==> src/rtl/lsu_dmem_ctrl_if.sv <==
// Request bundle between MEM stage and LSU, and the LSU-to-dmem port.
// Master drives the request; slave answers it.
interface lsu_req_if;
  logic        mem_read;
  logic        mem_write;
  logic [63:0] addr;
  logic [2:0]  funct3;
  logic [63:0] wdata;
  logic [63:0] rdata;
  logic        stall;
  logic        acc_err;
  logic        err_sticky;

  modport master (
    output mem_read, mem_write, addr, funct3, wdata,
    input  rdata, stall, acc_err, err_sticky
  );
  modport slave (
    input  mem_read, mem_write, addr, funct3, wdata,
    output rdata, stall, acc_err, err_sticky
  );
endinterface

interface dmem_if #(
  parameter int AW = 10
);
  logic [AW-1:0] addr;
  logic [63:0]   din;
  logic [63:0]   dout;
  logic          read;
  logic          write;

  modport master (
    output addr, din, read, write,
    input  dout
  );
  modport slave (
    input  addr, din, read, write,
    output dout
  );
endinterface

==> src/rtl/lsu_dmem_ctrl.sv <==
// Load/store unit: byte-addressed B/H/W/D accesses onto 64-bit dmem entries.
// Sub-doubleword stores use a two-cycle read-modify-write.
module lsu_dmem_ctrl #(
  parameter int DMEM_ADDR_WIDTH = 10
) (
  input  logic   clk,
  input  logic   rst,
  lsu_req_if.slave req,
  dmem_if.master   dmem
);

  localparam int AW = DMEM_ADDR_WIDTH;

  typedef enum logic {IDLE, RMW_WR} state_t;

  state_t        state, state_nxt;
  logic          err_q;
  logic [AW-1:0] lat_idx;
  logic [63:0]   lat_merged;

  logic [2:0]    off;
  logic [5:0]    sh;
  logic [1:0]    size;
  logic          uns;
  logic [AW-1:0] idx;
  logic          is_st, is_ld;
  logic          misal, err, acc_err;
  logic [63:0]   lane_mask, lane;
  logic [63:0]   merged, load_val;
  logic          unused_addr;

  assign off  = req.addr[2:0];
  assign sh   = {off, 3'b000};
  assign size = req.funct3[1:0];
  assign uns  = req.funct3[2];
  assign idx  = req.addr[AW+2:3];
  assign unused_addr = ^req.addr[63:AW+3];

  assign is_st = req.mem_write;
  assign is_ld = req.mem_read & ~req.mem_write;

  always_comb begin
    misal     = 1'b0;
    lane_mask = '1;
    unique case (size)
      2'd0: lane_mask = 64'h0000_0000_0000_00FF;
      2'd1: begin
        misal     = off[0];
        lane_mask = 64'h0000_0000_0000_FFFF;
      end
      2'd2: begin
        misal     = |off[1:0];
        lane_mask = 64'h0000_0000_FFFF_FFFF;
      end
      default: misal = |off;
    endcase
  end

  assign err = (is_st | is_ld) &
               (misal | (req.funct3 == 3'b111) | (is_st & uns));
  assign acc_err = err & (state == IDLE);

  // Target lanes of the live dmem word replaced by the store data.
  assign merged = (dmem.dout & ~(lane_mask << sh)) |
                  ((req.wdata << sh) & (lane_mask << sh));
  assign lane = dmem.dout >> sh;

  always_comb begin
    load_val = lane;
    unique case (1'b1)
      size == 2'd0:
        load_val = uns ? {56'b0, lane[7:0]}
                       : {{56{lane[7]}}, lane[7:0]};
      size == 2'd1:
        load_val = uns ? {48'b0, lane[15:0]}
                       : {{48{lane[15]}}, lane[15:0]};
      size == 2'd2:
        load_val = uns ? {32'b0, lane[31:0]}
                       : {{32{lane[31]}}, lane[31:0]};
      default: load_val = lane;
    endcase
  end

  always_comb begin
    state_nxt  = state;
    dmem.addr  = idx;
    dmem.din   = '0;
    dmem.read  = 1'b0;
    dmem.write = 1'b0;
    req.stall  = 1'b0;
    req.rdata  = '0;
    unique case (state)
      IDLE: begin
        if (!rst && !err) begin
          if (is_st && size == 2'd3) begin
            dmem.write = 1'b1;
            dmem.din   = req.wdata;
          end else if (is_st) begin
            dmem.read = 1'b1;
            req.stall = 1'b1;
            state_nxt = RMW_WR;
          end else if (is_ld) begin
            dmem.read = 1'b1;
            req.rdata = load_val;
          end
        end
      end
      default: begin
        // A reset here drops the pending store.
        dmem.addr  = lat_idx;
        dmem.din   = lat_merged;
        dmem.write = ~rst;
        state_nxt  = IDLE;
      end
    endcase
  end

  assign req.acc_err    = acc_err;
  assign req.err_sticky = err_q;

  always_ff @(posedge clk) begin
    if (rst) begin
      state      <= IDLE;
      err_q      <= 1'b0;
      lat_idx    <= '0;
      lat_merged <= '0;
    end else begin
      state <= state_nxt;
      if (acc_err)
        err_q <= 1'b1;
      if (state == IDLE && state_nxt == RMW_WR) begin
        lat_idx    <= idx;
        lat_merged <= merged;
      end
    end
  end

endmodule

==> src/flat_wrapper.sv <==
// flat-port wrapper written by rule: the top's interface ports become plain ports
module lsu_dmem_ctrl_flat 
#(
  parameter int DMEM_ADDR_WIDTH = 10
)
  (clk, rst, req_mem_read, req_mem_write, req_addr, req_funct3, req_wdata, req_rdata, req_stall, req_acc_err, req_err_sticky, dmem_addr, dmem_din, dmem_read, dmem_write, dmem_dout);
  lsu_req_if req_i ();
  dmem_if #(.AW(10)) dmem_i ();
  input  logic clk;
  input  logic rst;
  input wire logic [$bits(req_i.mem_read)-1:0] req_mem_read;
  input wire logic [$bits(req_i.mem_write)-1:0] req_mem_write;
  input wire logic [$bits(req_i.addr)-1:0] req_addr;
  input wire logic [$bits(req_i.funct3)-1:0] req_funct3;
  input wire logic [$bits(req_i.wdata)-1:0] req_wdata;
  output wire logic [$bits(req_i.rdata)-1:0] req_rdata;
  output wire logic [$bits(req_i.stall)-1:0] req_stall;
  output wire logic [$bits(req_i.acc_err)-1:0] req_acc_err;
  output wire logic [$bits(req_i.err_sticky)-1:0] req_err_sticky;
  output wire logic [$bits(dmem_i.addr)-1:0] dmem_addr;
  output wire logic [$bits(dmem_i.din)-1:0] dmem_din;
  output wire logic [$bits(dmem_i.read)-1:0] dmem_read;
  output wire logic [$bits(dmem_i.write)-1:0] dmem_write;
  input wire logic [$bits(dmem_i.dout)-1:0] dmem_dout;
  assign req_i.mem_read = req_mem_read;
  assign req_i.mem_write = req_mem_write;
  assign req_i.addr = req_addr;
  assign req_i.funct3 = req_funct3;
  assign req_i.wdata = req_wdata;
  assign req_rdata = req_i.rdata;
  assign req_stall = req_i.stall;
  assign req_acc_err = req_i.acc_err;
  assign req_err_sticky = req_i.err_sticky;
  assign dmem_addr = dmem_i.addr;
  assign dmem_din = dmem_i.din;
  assign dmem_read = dmem_i.read;
  assign dmem_write = dmem_i.write;
  assign dmem_i.dout = dmem_dout;
  lsu_dmem_ctrl #(.DMEM_ADDR_WIDTH(DMEM_ADDR_WIDTH)) u_core (.clk(clk), .rst(rst), .req(req_i), .dmem(dmem_i));
endmodule
==> config.mk <==
export PLATFORM = sky130hd
export DESIGN_NAME = lsu_dmem_ctrl_flat
export DESIGN_NICKNAME = d
export VERILOG_FILES = /design/src/rtl/lsu_dmem_ctrl_if.sv /design/src/rtl/lsu_dmem_ctrl.sv /design/src/flat_wrapper.sv
export SDC_FILE = /design/constraint.sdc
export NUM_CORES = 1
export LEC_CHECK = 0
export ABC_AREA = 1
export CAP_MARGIN = 5
export CORE_UTILIZATION = 30
export DETAILED_ROUTE_END_ITERATION = 10
export GPL_TIMING_DRIVEN = 0
export MAX_ROUTING_LAYER = met4
export PLACE_DENSITY = 0.7
export SETUP_SLACK_MARGIN = 0.3
export SLEW_MARGIN = 20
export SYNTH_ARGS = -nofsm -noshare
export SYNTH_HDL_FRONTEND = slang
export SYNTH_SLANG_ARGS = --single-unit
==> constraint.sdc <==
create_clock -name clk -period 3.6 [get_ports clk]
set_clock_uncertainty 0.15 [all_clocks]
set_input_delay 0.54 -clock clk [delete_from_list [all_inputs] [get_ports clk]]
set_output_delay 0.54 -clock clk [all_outputs]
set_load 0.01 [all_outputs]
==> impl_metrics.ini <==
[clock_tree]
cts_buffers = 9
cts_tree = yes
clk_pin_slew_ps = 70
cts_buffer_depth = 2
ctsHoldBuffers = 0
numClockSinks = 76
h-tree-depth = 3
root_buffer = clkbuf_16
clk_latency_ps = 360

[grt]
busiest_layer = met2
use_met2 = 0.6108
grt_pass1_wl_um = 77980
use_met3 = 0.04120
antenna_found_initial = 1
grt_use_total = 0.3766
globalRouteOverflowTotal = 0
grtUsageMet1 = 0.4535
grt_pass1_vias = 12162
grt_start_max_net_pins = 15

[timing]
whs_ps = 334.6
fmax_mhz = 303.3
setup_violations = 0
fin_crit_sh = 0.9158
final_max_slew_viol_count = 0
hold_viol = 0
tightest_slew_ps = 838.5
fin_setup_tns_ps = 0
finalCriticalPeriod_ps = 3297
slew_headroom = 0.4410
rsz0062_at_grt = true

[power_and_ir_drop]
p_sw_frac = 0.4122
p_comb_frac = 0.428
max-vdd-ir-drop_mv = 0.1868
p_switching_mw = 1.380
leakage_nw = 7.076
p_per_area_nw_per_um2 = 263.7
p_int_mw = 1.969
seqPwrFrac = 0.270
p_clk_frac = 0.302
finalPower_mw = 3.349

[setup_path]
critical_path_class = in -> out
critical_path.endpoint = req_rdata[0]
crit_start = req_addr[2]
crit_path_end_kind = primary output
regToRegSetupSlack_ps = 1740
worstPathMaxFanout = 10
crit_path_start_kind = input port
worstReg2RegEnd = u_core.lat_merged[48]
cp.required_ps = 2910
reg2reg_depth = 6
r2r_start = u_core.state
cp.arrival_ps = 2610

[layout]
final_common_cell = nand2_1
ff_latch_area_um2 = 1521
num-fill-cells = 3246
multi_input_area_um2 = 6002
final_cells = 2434
num-nets-final = 2243
syn_to_final_growth_pct = 45.85
final_cell_mix = nand2_1 (642), inv_1 (203), nor2_1 (193)
drive_above_1_share = 0.1079
postLayoutCoreUtil = 0.4437

[logic_synthesis]
avgSynthCellArea_um2 = 5.034
ys_warn_count = 0
async_flop_share = 0
netlist_instances = 1730
yosysUniqueCellTypes = 31
synth_area_leaders = nand2_1 (28%), dfxtp_1 (17%), o21ai_0 (9.5%)
synth.largest_area_cell = nand2_1
synth_edf_count = 0
synth_seq_cells = 76
synth.top_cell.area_share = 0.2780
syn_nets = 1929
synth_flop_cell = dfxtp_1
netlist_area_um2 = 8708
synth-seq-area-share = 0.1747

[worst_hold_path]
whs_path_depth = 1
worstHoldPathType = reg -> reg

[die]
num_rows = 62
die_area_um2 = 29710
design.core.area_um2 = 28630
ios = 342
start_util = 0.3042
die_h_um = 172.4
die_x_um = 172.4

[drt]
first_pass_iters = 9
ant_nets = 0
routed_via_density = 5.287
drc_errors = 1
totalWireLength_um = 55070
num_vias = 12868
wl_per_cell_um = 22.62
dr.first_iter.drc_count = 1345

[placement]
dp_hpwl_um = 45600
gp_congestion = 1.057
place_inst = 2401
port_buffers = 287

[job]
cap_violations = 0

[run_status]
status = finished, violations left
violations = DRC
-- power by group through the flow --
stage | Sequential [mW] | Clock (mW) | Combinational (mW)
2_1_floorplan | 0.920 | 0 | 0.696
3_3_place_gp | 0.921 | 0 | 1.35
3_5_place_dp | 0.923 | 0 | 1.35
4_1_cts | 0.903 | 1.02 | 1.38
5_1_grt | 0.908 | 1.06 | 1.53
6_report | 0.903 | 1.01 | 1.43
-- how the worst min path moves through the flow --
stage	startpoint	endpoint	slack (ps)
global placement	u_core.req.err_sticky	u_core.req.err_sticky	300
floorplan	u_core.lat_idx[0]	u_core.lat_idx[0]	340
detailed placement	u_core.req.err_sticky	u_core.req.err_sticky	320
finish	u_core.req.err_sticky	u_core.req.err_sticky	330
CTS	u_core.req.err_sticky	u_core.req.err_sticky	330
global route	u_core.req.err_sticky	u_core.req.err_sticky	370
-- critical path: stages --
cell	delay, ps
clkbuf_2	260
clkbuf_4	340
buf_1	440
a21oi_1	80
o21ai_0	140
nand2_1	100
nor2_1	130
clkdlybuf4s50_1	570
-- cell usage after synthesis (15+ instances only) --
cell / count
buf_1: 15
dfxtp_1: 76
buf_2: 50
nand3_1: 103
clkbuf_1: 48
nor3_1: 33
nor2_1: 195
o21ai_0: 166
o211ai_1: 46
o22ai_1: 64
a21oi_1: 42
inv_1: 205
nand2_1: 645
-- kinds of logic after synthesis --
family                 share of synthesized area
and+or+nand+nor                           0.4566
buffers and inverters                     0.1595
AOI/OAI and AO/OA                         0.2092
DFF                                       0.1747
-- layout make-up --
class / instances / area share
diodes: 1 / 0.0001970
clock buffers: 11 / 0.01990
inverters: 214 / 0.06443
flip-flops and latches: 76 / 0.1198
well taps: 384 / 0.03783
plain buffers: 124 / 0.06196
repair buffers: 303 / 0.2180
clock inverters: 5 / 0.005320
multi-input cells: 1316 / 0.4726
-- registers in the layout, summed over array words and instances (netlist names) --
register	cells
u_core.lat_merged	64
u_core.lat_idx	10
u_core.req.err_sticky	1
u_core.state	1
-- timing repair --
action,4_1_cts,5_1_grt
endpoints found under the hold margin,0,0
pin swaps,6,4
resized for setup,267,126
endpoints found under the setup margin,132,98
buffers inserted,9,7
-- stage by stage --
| step | worst slack [ps] | area [um^2] |
|---|---|---|
| final | 303.2 | 12700 |
| after global routing | 256.1 | 12700 |
| after CTS | 254.5 | 12680 |
| after detailed placement | -598.5 | 12060 |
| after global placement | -588.5 | 12060 |
| after floorplan | 1002 | 8708 |
-- routing by layer --
layer / wire length (um) / vias to the layer above
met5: 0 / -
met4: 3527 / 0
met3: 3785 / 153
met2: 25100 / 661
met1: 22660 / 5942
li1: - / 6112
(Power assumes the default switching activity.)
